`config.mk`:
```
export PLATFORM = sky130hd
export DESIGN_NAME = rx_sync_ctrl
export DESIGN_NICKNAME = d
export VERILOG_FILES = /design/src/rtl/b8b10_pkg.sv /design/src/rtl/comma_detect.sv /design/src/rtl/rx_sync_ctrl.sv
export SDC_FILE = /design/constraint.sdc
export NUM_CORES = 1
export LEC_CHECK = 0
export ABC_AREA = 1
export ABC_CLOCK_PERIOD_IN_PS = 3000
export CORE_MARGIN = 8
export CORE_UTILIZATION = 50
export CTS_BUF_LIST = sky130_fd_sc_hd__clkbuf_2 sky130_fd_sc_hd__clkbuf_4 sky130_fd_sc_hd__clkbuf_8
export DETAILED_ROUTE_END_ITERATION = 8
export GPL_TIMING_DRIVEN = 0
export PLACE_DENSITY = 0.8
export SYNTH_ARGS = -nofsm -noshare
export SYNTH_HDL_FRONTEND = slang
export SYNTH_SLANG_ARGS = --single-unit
```
`constraint.sdc`:
```
create_clock -name clk -period 3 [get_ports clk]
set_input_delay 0.3 -clock clk [delete_from_list [all_inputs] [get_ports clk]]
set_output_delay 0.3 -clock clk [all_outputs]
set_load 0.05 [all_outputs]
```
`src/rtl/b8b10_pkg.sv`:
```
// rtl/b8b10_pkg.sv - shared 8b/10b comma constants and word-sync state enum
package b8b10_pkg;

  localparam logic [9:0] K28P5_RDN = 10'b0011111010;
  localparam logic [9:0] K28P5_RDP = 10'b1100000101;

  typedef enum logic [1:0] {
    LOS  = 2'd0,
    ACQ  = 2'd1,
    SYNC = 2'd2
  } sync_state_e;

endpackage

```
`src/rtl/comma_detect.sv`:
```
// rtl/comma_detect.sv - flags a K28.5 code group of either running disparity
module comma_detect
  import b8b10_pkg::*;
(
  input  logic [9:0] code,
  output logic       is_comma
);

  assign is_comma = (code == K28P5_RDN) || (code == K28P5_RDP);

endmodule

```
`src/rtl/rx_sync_ctrl.sv`:
```
// rtl/rx_sync_ctrl.sv - 8b/10b receive word-sync acquisition and loss tracking
module rx_sync_ctrl
  import b8b10_pkg::*;
#(
  parameter int ACQ_COMMAS = 3,
  parameter int LOSS_ERRS  = 4,
  parameter int GOOD_WIN   = 4
) (
  input  logic       clk,
  input  logic       rst,
  input  logic       valid_in,
  input  logic [9:0] encoded_val,
  input  logic       code_err,
  input  logic       err_clr,
  output logic       dec_enable,
  output logic       dec_rst,
  output logic       sync_ok,
  output logic       comma_seen,
  output logic [7:0] err_cnt
);

  localparam logic [3:0] ACQ_N  = 4'(ACQ_COMMAS);
  localparam logic [3:0] LOSS_N = 4'(LOSS_ERRS);
  localparam logic [3:0] GOOD_N = 4'(GOOD_WIN);

  sync_state_e state;
  logic [3:0]  comma_cnt;
  logic [3:0]  bad_cnt;
  logic [3:0]  good_run;
  logic        is_comma;
  logic        word_err;
  logic        word_comma;

  comma_detect u_comma_detect (
    .code     (encoded_val),
    .is_comma (is_comma)
  );

  // A comma carrying a code error counts only as an error.
  assign word_err   = valid_in & code_err;
  assign word_comma = valid_in & is_comma & ~code_err;

  assign sync_ok    = (state == SYNC);
  assign dec_rst    = rst | (state == LOS);
  assign dec_enable = valid_in & ~rst & (state != LOS);

  always_ff @(posedge clk) begin
    if (rst) begin
      state      <= LOS;
      comma_cnt  <= 4'd0;
      bad_cnt    <= 4'd0;
      good_run   <= 4'd0;
      err_cnt    <= 8'd0;
      comma_seen <= 1'b0;
    end else begin
      if (err_clr)
        err_cnt <= 8'd0;
      else if (word_err && err_cnt != 8'hFF)
        err_cnt <= err_cnt + 8'd1;

      comma_seen <= word_comma;

      if (valid_in) begin
        case (state)
          LOS: begin
            if (word_comma) begin
              comma_cnt <= 4'd1;
              state     <= (ACQ_N == 4'd1) ? SYNC : ACQ;
            end
          end
          ACQ: begin
            if (code_err) begin
              state     <= LOS;
              comma_cnt <= 4'd0;
              bad_cnt   <= 4'd0;
              good_run  <= 4'd0;
            end else if (is_comma) begin
              comma_cnt <= comma_cnt + 4'd1;
              if (comma_cnt + 4'd1 == ACQ_N)
                state <= SYNC;
            end else begin
              comma_cnt <= 4'd0;
            end
          end
          SYNC: begin
            if (code_err) begin
              if (bad_cnt + 4'd1 == LOSS_N) begin
                state     <= LOS;
                comma_cnt <= 4'd0;
                bad_cnt   <= 4'd0;
                good_run  <= 4'd0;
              end else begin
                bad_cnt  <= bad_cnt + 4'd1;
                good_run <= 4'd0;
              end
            end else if (bad_cnt != 4'd0) begin
              // A full clean window forgives one outstanding error.
              if (good_run + 4'd1 == GOOD_N) begin
                bad_cnt  <= bad_cnt - 4'd1;
                good_run <= 4'd0;
              end else begin
                good_run <= good_run + 4'd1;
              end
            end else if (good_run != GOOD_N) begin
              good_run <= good_run + 4'd1;
            end
          end
          default: state <= LOS;
        endcase
      end
    end
  end

endmodule

```
* After elaboration in Yosys (flattened, before gate mapping)
Cells that the tools add are included.
** Operators by class
- Eq/ne operators :: 18
- Reductions and logical operators :: 12
- Muxes and demuxes :: 24
- $add $sub $neg :: 5
- Bitwise operators :: 8
** Operators by type and width (count)
- $mux 4 :: 14
- $pmux 4 s2 :: 2
- $add 4x1->4 const B :: 3
- $mux 2 :: 6
- $pmux 4 s3 :: 1
- $eq 10x10->1 const B :: 1
- $eq 10x8->1 const B :: 1
- $reduce_and 5->1 :: 2
- $add 8x1->8 const B :: 1
- $eq 4x3->1 const B :: 2
- $ne 8x8->1 const B :: 1
- $ne 2x2->1 const B :: 3
- $ne 3x2->1 const B :: 2
- $ne 3x3->1 const B :: 2
- $pmux 2 s3 :: 1
- $reduce_and 6->1 :: 1
- $and 1x1->1 :: 5
- $eq 4x2->1 const B :: 1
- $ne 4x2->1 const B :: 1
- $ne 4x3->1 const B :: 1
- $reduce_and 4->1 :: 1
- $reduce_bool 2->1 :: 2
- $reduce_bool 4->1 :: 1
- $sub 4x1->4 const B :: 1
- other kinds (10) :: 11
** Storage, ports and cells
- Output and inout bits :: 12
- Input bits :: 15
- Bits in registers :: 23

* Longest topological paths before layout
Gate-level depths: netlist of run 1.
- Depth in word-level cells :: 6
- Mapped depth :: 12
- Depth with buffers taken out :: 12

* Modules after synthesis
From an unflattened synthesis of run 1, not the netlist that was laid out.
** Unflattened totals
- Cells, all modules :: 242
- Area total of the unflattened synthesis :: 1556.5 um2
** By module, submodules not included
- rx_sync_ctrl :: area each 1475.2 um2, cells an instance 221, times used 1
- comma_detect :: area each 81.3 um2, cells an instance 21, times used 1

* Worst setup path after synthesis of run 1
Ideal clock, no wire load.
- Path type :: register to output
- Start point :: register state[0]
- End point :: output dec_enable
- Path slack :: 0.955 ns
- Required time :: 2.700 ns
- Buffers on the path :: 0
- Stages on the path, launching flop included :: 6
- Data arrival time :: 1.745 ns
- Path through :: dfxtp_1 > inv_1 > ha_1 > inv_1 > nand2_1 > nor2_1
** Between the ends
- Longest elaborated chain between the ends :: 2
** Ends and longest elaborated chain
- start, declared :: RTL line rx_sync_ctrl.sv:26 : sync_state_e state;
- start signal, assigned :: RTL line rx_sync_ctrl.sv:68 : state <= (ACQ_N == 4'd1) ? SYNC : ACQ;
- $reduce_bool 2->1 :: RTL line rx_sync_ctrl.sv:45 : assign dec_enable = valid_in & ~rst & (state != LOS);
- $and 1x1->1 :: RTL line rx_sync_ctrl.sv:45
- end, declared :: RTL line rx_sync_ctrl.sv:15 : output logic dec_enable,
Every way passes these cells.

* Worst setup path after layout of run 1
- Start point :: input rst
- End point :: output dec_rst
** Between the ends
- Longest elaborated chain between the ends :: 1
** Ends and longest elaborated chain
- start, declared :: RTL line rx_sync_ctrl.sv:10 : input logic rst,
- $or 1x1->1 :: RTL line rx_sync_ctrl.sv:44 : assign dec_rst = rst | (state == LOS);
- end, declared :: RTL line rx_sync_ctrl.sv:16 : output logic dec_rst,
Every way passes these cells.

==> results of run 1 <==
[critical path, cell delays in order]
cell and delay [ps]:
clkbuf_1 360, clkinv_1 420, nand2_1 190, clkdlybuf4s50_1 820
[cell usage in the layout (no fill, tap or decap)]
cell type	instances
clkbuf_4	3
clkdlybuf4s50_1	25
a21oi_4	1
nor2_1	44
dfxtp_1	23
a211oi_2	1
inv_1	40
o21ai_0	12
nand2_4	1
nand3_1	14
clkbuf_1	1
xnor2_1	1
nor3_1	2
xor2_1	3
o22ai_1	1
nand2_2	1
o21ai_2	1
nor2_4	1
nand2_1	57
clkinv_1	1
nand4_1	10
a31o_2	1
a21oi_1	13
nand3b_1	3
o21ai_4	1
clkinv_2	1
o21bai_1	1
nor3_4	1
inv_2	3
nand3_2	1
ha_1	12
a211oi_1	2
[through the flow]
step | hold slack [ps] | cell area [um^2] | worst slack, ps | utilization (%)
CTS | 362 | 1960 | 602 | 63.8
global route | 368 | 1960 | 522 | 63.8
finish | 371 | 1960 | 602 | 63.8
floorplan | 441 | 1630 | 955 | -
global placement | 450 | 1940 | 605 | 62.9
detailed placement | 465 | 1940 | 612 | 62.9
[routing by layer]
metal / up-vias / wire length, um
met2: 27 / 1580
met1: 704 / 1750
li1: 861 / -
met3: 6 / 147
met4: 0 / 48
met5: - / 0
[logic make-up (layout without fill, tap and decap cells)]
family | Yosys count | count (layout) | synth area share, %
xor+xnor | 4 | 4 | 2.15
fa+ha+maj | 12 | 12 | 9.21
compound gates | 34 | 34 | 13.3
flops | 23 | 23 | 28.2
buf+inv | 45 | 74 | 10.4
simple gates | 135 | 135 | 36.8
[power groups by stage]
stage	sequential [W]	clock [W]	combinational, W
2_1_floorplan	0.000339	0	0.0000997
3_3_place_gp	0.000339	0	0.000146
3_5_place_dp	0.000339	0	0.000148
4_1_cts	0.000332	0.000156	0.000149
5_1_grt	0.000335	0.000167	0.000169
6_report	0.000333	0.000150	0.000148
[registers in the layout (all words and copies together), names as in the netlist]
register,cells
comma_seen,1
bad_cnt,4
err_cnt,8
comma_cnt,4
state,2
good_run,4
[cell type report]
class / count / area (um^2)
Buffer: 1 / 3.75
Clock inverter: 1 / 5.00
Fill cell: 286 / 1110
Sequential cell: 23 / 460
Timing Repair Buffer: 25 / 250
Multi-Input combinational cell: 185 / 1000
Clock buffer: 3 / 22.5
Tap cell: 44 / 55.1
Inverter: 44 / 165
[how the worst max path moves through the flow]
stage	slack, ps	from	cells past startpoint	endpoint
finish	600	rst	4	dec_rst
global route	520	state[0]$_SDFFE_PP0P_	6	dec_enable
CTS	600	rst	4	dec_rst
detailed placement	610	rst	4	dec_rst
global placement	610	rst	4	dec_rst
floorplan	950	state[0]$_SDFFE_PP0P_	5	dec_enable
==> impl_metrics.csv, run 1 <==
group,metric,value,unit
run_status,status,"finished, final reports clean",
final_layout,antenna-diode-count,0,
routing,drc_errors,0,
global_routing,grt_usage,14.0,%
clock_tree,clk_transition_reported_paths,130,ps
critical_path,arrival,2100,ps
routing,vias,1598,
clock_tree,ctsResizeCount,0,
critical_path,ff2ff_setup_slack,1140,ps
clock_tree,cts-root-buf,"clkbuf_4",
final_layout,syn2layout_area_growth,20.4,%
logic_synthesis,ys_seq_area_share,28.2,%
place,hpwl,2800,um
logic_synthesis,synth_seq_cells,23,
place,numPortBuffers,25,
sta,worst_pin_slew,501,ps
routing,avgViaCountPerCell,4.90,
sta,finalSetupViolations,0,
floorplanning,die_y,73.1,um
power,sequentialPowerShare,52.8,%
run,cap_violations,0,
clock_tree,cts.sinks,23,
sta,finalHoldViolations,0,
global_routing,use_met2,21.9,%
sta,drv_slew,0,
global_routing,grt_pass1_vias,1436,
hold_path,hold_depth,2,
final_layout,nNetsFinal,310,
critical_path,rr_worst_depth,11,
power,p_switching,0.000204,W
sta,setup_tns,0,ps
routing,drt_first_pass_iters,4,
power,cellPowerDensity,321,nW/um^2
critical_path,critPathLaunchType,"input pin",
global_routing,overflow,0,
global_routing,grtUsageMet1,18.2,%
floorplanning,die_x,73.1,um
sta,post-route-period-util,79.9,%
clock_tree,clk_latency,320,ps
clock_tree,cts_buffers,3,
floorplanning,start_util,53.0,%
global_routing,top_usage_layer,"met2",
sta,fmax,417,MHz
place,gp_congestion,0.928,
hold_path,holdPathEnd,"comma_seen$_SDFF_PP0_",
clock_tree,clockBufferDepth,2,
global_routing,met3_usage,3.16,%
critical_path,cp_max_fo,10,
logic_synthesis,synthTopCellsByCount,"nand2_1 (57), nor2_1 (44), inv_1 (40), dfxtp_1 (23), nand3_1 (14)",
logic_synthesis,synth_edf_count,0,
logic_synthesis,synth-async-reset-ratio,0,%
routing,ant_nets,0,
sta,slew_headroom,66.5,%
clock_tree,cts_setup_buffers,0,
clock_tree,htree_levels,1,
global_routing,grt_start_max_net_pins,14,
critical_path,r2r-start,"state[0]$_SDFFE_PP0P_",
logic_synthesis,synthFlopType,"dfxtp_1",
critical_path,cp.required,2700,ps
hold_path,hold_class,"in2reg",
logic_synthesis,syn_area,1630,um^2
critical_path,endpoint_kind,"output pin",
logic_synthesis,synthCells,253,
global_routing,antenna_found_initial,0,
power,p_clk_share,23.8,%
logic_synthesis,yosysTopAreaCell,"dfxtp_1",
clock_tree,cts_tree,"yes",
power,swShare,32.4,%
power,intPower,0.000426,W
logic_synthesis,synth_top_area_share,28.2,%
hold_path,hp-start,"rst",
sta,rsz0062_at_grt,"no",
floorplanning,ios,27,
global_routing,grt_pass1_wl,6160,um
power,comb_power_share,23.5,%
routing,wl_per_cell,10.8,um
logic_synthesis,yosys-top-cells-area,"dfxtp_1 (28%), nand2_1 (13%), nor2_1 (10%)",
logic_synthesis,yosysWarnings,0,
floorplanning,core-area,3080,um^2
critical_path,crit_type,"in2out",
logic_synthesis,syn_nets,280,
floorplanning,die_area,5340,um^2
logic_synthesis,synth_cell_types,29,
final_layout,layout-drive-gt1-share,6.03,%
power,worst_ir_drop_vdd,0.266,mV
routing,routed_wl,3520,um
sta,skew,0.994,ps
power,leakage,0.877,nW
place,dp_cells,322,
floorplanning,num_rows,20,
logic_synthesis,syn_avg_cell_area,6.44,um^2
logic_synthesis,yosysMostFrequentCell,"nand2_1",
final_layout,final_cell_count_no_fill,326,
clock_tree,hold_buffers,0,
sta,timing.final.crit_period,2400,ps
power,total_power,0.000631,W
critical_path,reg2reg_to,"good_run[2]$_SDFFE_PP0P_",
routing,drt-initial-drc-count,78,
No activity file was read; power rests on OpenSTA's default activity.
==> run 2: changes to the inputs <==
ABC_CLOCK_PERIOD_IN_PS = 2200   (was 3000)
PLACE_DENSITY = 0.83   (was 0.8)
clock period = 2.2 ns   (was 3 ns; I/O delays follow)
==> run 2 against run 1 <==
Net effect:
- utilization is 0.20 points higher
- global-route usage is 0.38 points lower
- wire length is 0.54% lower
- first-iteration DRC count is 15% lower
- clock skew is 1.3 ps higher
- die area stayed put
- combinational power is 36% higher
- via count is 1.1% lower
- worst hold slack worse by 84 ps
- non-clock buffer count stayed put
- cell count stayed put
==> impl_metrics.csv, run 2 (same netlist as run 1, synthesis figures left out) <==
group,metric,value,unit
run_status,status,"finished, final reports clean",
sta,worst_pin_slew,503,ps
final_layout,final_cell_count_no_fill,326,
clock_tree,cts.sinks,23,
floorplanning,core-area,3080,um^2
place,placed_cell_area,1940,um^2
critical_path,cp_max_fo,4,
sta,skew,2.34,ps
critical_path,crit_type,"reg2out",
routing,drc_errors,0,
sta,post-route-period-util,89.8,%
global_routing,overflow,0,
hold_path,hp-start,"rst",
routing,drt-initial-drc-count,66,
critical_path,crit_buf_inv,3,
critical_path,r2r-start,"state[0]$_SDFFE_PP0P_",
floorplanning,start_util,53.0,%
clock_tree,clk_latency,310,ps
critical_path,rr_worst_depth,11,
critical_path,critPathLaunchType,"register",
sta,rsz0062_at_grt,"no",
place,hpwl,2820,um
sta,setup_tns,0,ps
routing,drt_first_pass_iters,4,
place,gp_congestion,0.887,
routing,vias,1581,
final_layout,regMostFlops,"err_cnt",
critical_path,crit_slowest_cell,"dlygate4sd2_1",
sta,slew_headroom,66.4,%
critical_path,max_stage_delay,530,ps
floorplanning,ios,27,
hold_path,hold_depth,2,
global_routing,antenna_found_initial,0,
final_layout,final_common_cell,"nand2_1",
critical_path,endpoint_kind,"output pin",
clock_tree,cts_buffers,3,
clock_tree,clk_transition_reported_paths,120,ps
final_layout,layout-drive-gt1-share,6.03,%
sta,whs,287,ps
routing,avgViaCountPerCell,4.85,
sta,drv_slew,0,
final_layout,largest_reg_flops,8,
critical_path,cp.required,1980,ps
run,cap_violations,0,
hold_path,hold_class,"in2reg",
power,worst_ir_drop_vdd,0.205,mV
final_layout,final_area,1970,um^2
power,leakage,0.901,nW
global_routing,grt_usage,13.6,%
routing,wl_per_cell,10.8,um
global_routing,grt_pass1_vias,1430,
clock_tree,cts-root-buf,"clkbuf_4",
critical_path,ff2ff_setup_slack,340,ps
critical_path,crit_family,"buffers and inverters",
critical_path,crit_top_cell,"inv_1",
clock_tree,cts_setup_buffers,0,
sta,finalSetupViolations,0,
final_layout,antenna-diode-count,0,
final_layout,syn2layout_area_growth,20.8,%
clock_tree,cts_tree,"yes",
floorplanning,die_area,5340,um^2
floorplanning,die_y,73.1,um
global_routing,grt_pass1_wl,6010,um
critical_path,arrival,1760,ps
clock_tree,htree_levels,1,
clock_tree,clockBufferDepth,2,
power,cellPowerDensity,438,nW/um^2
place,numPortBuffers,25,
floorplanning,num_rows,20,
sta,fmax,506,MHz
place,dp_cells,322,
hold_path,holdPathEnd,"comma_seen$_SDFF_PP0_",
routing,ant_nets,0,
final_layout,nNetsFinal,310,
sta,finalHoldViolations,0,
final_layout,most-common-layout-cells,"nand2_1 (57), nor2_1 (44), inv_1 (40)",
global_routing,grt_start_max_net_pins,13,
sta,timing.final.crit_period,1980,ps
routing,routed_wl,3510,um
floorplanning,die_x,73.1,um
critical_path,reg2reg_to,"good_run[2]$_SDFFE_PP0P_",
critical_path,worstPathCellList,"inv_1 -> ha_1 -> inv_1 -> nand2_1 -> nor2_1 -> dlygate4sd2_1",
## run 2: cell types whose count changed in the layout (fill, tap and decap cells not counted)
cell	change
clkdlybuf4s50_1	-3
clkinv_2	-1
dlygate4sd2_1	+1
dlymetal6s2s_1	+2
clkbuf_4	+1
## run 2: worst max path at each step
stage / start / end / slack [ps] / depth (start not counted)
after CTS: rst / dec_rst / 20 / 4
after detailed placement: rst / dec_rst / 20 / 4
after global placement: rst / dec_rst / 4 / 4
after floorplan: state[0]$_SDFFE_PP0P_ / good_run[2]$_SDFFE_PP0P_ / 210 / 11
after global routing: state[0]$_SDFFE_PP0P_ / good_run[2]$_SDFFE_PP0P_ / 70 / 11
final: state[0]$_SDFFE_PP0P_ / dec_enable / 220 / 6
## run 2: timing repair
item	in CTS	in global routing
gates cloned	0	0
hold buffers	0	0
resized for setup	1	2
setup endpoints to repair	1	2
## run 2: cell type report
class                   instances  area [um^2]
well taps                      44         55.1
inverters                      44          165
flip-flops and latches         23          460
multi-input cells             185         1000
repair buffers                 25          254
clock buffers                   4         30.0
fillers                       296         1110
plain buffers                   1         3.75
## run 2: stage by stage
step	total power [W]	utilization (%)	setup slack, ps
detailed placement	0.000664	62.9	19.4
CTS	0.000873	63.8	16.4
floorplan	0.000598	-	211
global placement	0.000660	62.9	4.00
global route	0.000920	64.0	73.2
finish	0.000863	64.0	224
## run 2: power breakdown
group          switching (W)  internal (W)
Sequential         0.0000199      0.000434
Combinational       0.000123     0.0000787
Clock               0.000125     0.0000831
## run 2: routing by layer
layer	routed length (um)	part of all wire [%]	global-route usage [%]	vias to the layer above
li1	-	-	-	865
met1	1750	50	17.8	673
met2	1560	45	21.8	39
met3	162	4.6	2.06	4
met4	30	0.86	4.67	0
met5	0	0	0	-
==> run 3: changes to the inputs <==
CELL_PAD_IN_SITES_DETAIL_PLACEMENT = 1   (was not set)
CELL_PAD_IN_SITES_GLOBAL_PLACEMENT = 2   (was not set)
CORE_UTILIZATION = 26   (was 50)
CTS_CLUSTER_SIZE = 20   (was not set)
PLACE_DENSITY = 0.8   (was 0.83)
==> run 3 against run 2 <==
Net effect:
- global-route usage down 3.7 points
- clock skew up 0.88 ps
- clock power up 38%
- clock-buffer cell count unchanged
==> impl_metrics.csv, run 3 (same netlist as run 1, synthesis figures left out) <==
group,metric,value,unit
run_status,status,"finished, final reports clean",
floorplanning,num_rows,29,
sta,worst_pin_slew,508,ps
sta,setup_tns,0,ps
final_layout,layout-drive-gt1-share,6.38,%
clock_tree,cts.sinks,23,
critical_path,crit_type,"in2out",
power,leakage,0.911,nW
clock_tree,cts_tree,"yes",
sta,fmax,482,MHz
run,cap_violations,0,
final_layout,most-common-layout-cells,"nand2_1 (57), nor2_1 (44), inv_1 (40)",
final_layout,final_cell_count_no_fill,359,
final_layout,nNetsFinal,310,
global_routing,grt_usage,9.93,%
critical_path,crit_slowest_cell,"clkdlybuf4s50_1",
final_layout,final_common_cell,"nand2_1",
global_routing,overflow,0,
routing,drc_errors,0,
place,numPortBuffers,25,
routing,wl_per_cell,12.2,um
sta,skew,3.22,ps
clock_tree,cts_buffers,3,
sta,post-route-period-util,94.3,%
routing,routed_wl,4380,um
floorplanning,ios,27,
critical_path,ff2ff_setup_slack,310,ps
clock_tree,clockBufferDepth,2,
final_layout,largest_reg_flops,8,
routing,drt_first_pass_iters,4,
place,dp_cells,355,
clock_tree,cts-root-buf,"clkbuf_8",
floorplanning,die_area,9060,um^2
critical_path,reg2reg_to,"good_run[2]$_SDFFE_PP0P_",
power,total_power,0.000949,W
clock_tree,clk_latency,270,ps
clock_tree,clk_transition_reported_paths,90,ps
hold_path,hold_depth,2,
critical_path,r2r-start,"state[0]$_SDFFE_PP0P_",
final_layout,antenna-diode-count,0,
global_routing,grt_start_max_net_pins,13,
final_layout,regMostFlops,"err_cnt",
critical_path,critPathLaunchType,"input pin",
floorplanning,die_x,95.2,um
power,cellPowerDensity,468,nW/um^2
sta,finalSetupViolations,0,
critical_path,max_stage_delay,820,ps
routing,avgViaCountPerCell,4.57,
hold_path,holdPathEnd,"bad_cnt[1]$_SDFFE_PP0P_",
critical_path,cp.required,1980,ps
clock_tree,htree_levels,1,
sta,drv_slew,0,
critical_path,rr_worst_depth,11,
floorplanning,start_util,26.3,%
hold_path,hp-start,"rst",
sta,slew_headroom,66.1,%
global_routing,antenna_found_initial,0,
critical_path,worstPathCellList,"clkbuf_1 -> clkinv_2 -> nand2_1 -> clkdlybuf4s50_1",
routing,drt-initial-drc-count,49,
floorplanning,die_y,95.2,um
floorplanning,core-area,6200,um^2
final_layout,fillerInstances,788,
critical_path,cp_max_fo,10,
hold_path,hold_class,"in2reg",
sta,finalHoldViolations,0,
critical_path,endpoint_kind,"output pin",
routing,vias,1642,
place,gp_congestion,0.790,
place,hpwl,3510,um
critical_path,arrival,1850,ps
power,worst_ir_drop_vdd,0.203,mV
final_layout,syn2layout_area_growth,24.4,%
final_layout,final_util,32.7,%
sta,timing.final.crit_period,2070,ps
global_routing,grt_pass1_wl,7370,um
global_routing,grt_pass1_vias,1627,
clock_tree,cts_setup_buffers,0,
routing,ant_nets,0,
sta,rsz0062_at_grt,"no",
-- run 3: where the power goes --
part / switching (W) / internal [W]
Combinational: 0.000128 / 0.0000792
Sequential: 0.0000202 / 0.000433
Clock: 0.000147 / 0.000142
Total: 0.000295 / 0.000654
-- run 3: final cells by class --
cell class | count | area (um^2) | share of cell area [%]
well taps | 77 | 96.3 | 4.75
inverters | 44 | 166 | 8.20
repair buffers | 25 | 251 | 12.4
multi-input cells | 185 | 1000 | 49.4
clock buffers | 4 | 48.8 | 2.41
flip-flops and latches | 23 | 460 | 22.7
plain buffers | 1 | 3.75 | 0.185
-- run 3: worst max path at each step --
stage                                     start                  endpoint  slack (ps)  cells after the start
final                                       rst                   dec_rst         130                      4
after global routing      state[0]$_SDFFE_PP0P_                   dec_rst          20                      5
after CTS                 state[0]$_SDFFE_PP0P_                   sync_ok          50                      3
after detailed placement                    rst                   dec_rst        -110                      4
after global placement                      rst                   dec_rst         -90                      4
after floorplan           state[0]$_SDFFE_PP0P_  good_run[2]$_SDFFE_PP0P_         210                     11
-- run 3: metrics by stage --
step / cell area [um^2] / worst slack (ps) / hold WS, ps
2_1_floorplan: 1630 / 211 / 393
3_3_place_gp: 1980 / -85.2 / 451
3_5_place_dp: 1980 / -108 / 462
4_1_cts: 2030 / 53.7 / 383
5_1_grt: 2030 / 22.3 / 391
6_report: 2030 / 126 / 374
-- run 3: critical path: cells and delay by family --
kind	cells	cell delay, ps
buffers and inverters	3	1480
and+or+nand+nor	1	150
-- run 3: layer usage --
| metal | track usage, % | vias to the layer above | share of wire, % |
|---|---|---|---|
| li1 | - | 862 | - |
| met1 | 12.4 | 767 | 49 |
| met2 | 16.9 | 11 | 48 |
| met3 | 2.05 | 2 | 2.3 |
| met4 | 2.73 | 0 | 0.75 |
| met5 | 0 | - | 0 |
-- run 3: repair_timing --
action,4_1_cts,5_1_grt
hold buffers,0,0
resized for setup,2,1
endpoints found under the hold margin,0,0
setup endpoints to repair,2,1
pin swaps,0,0
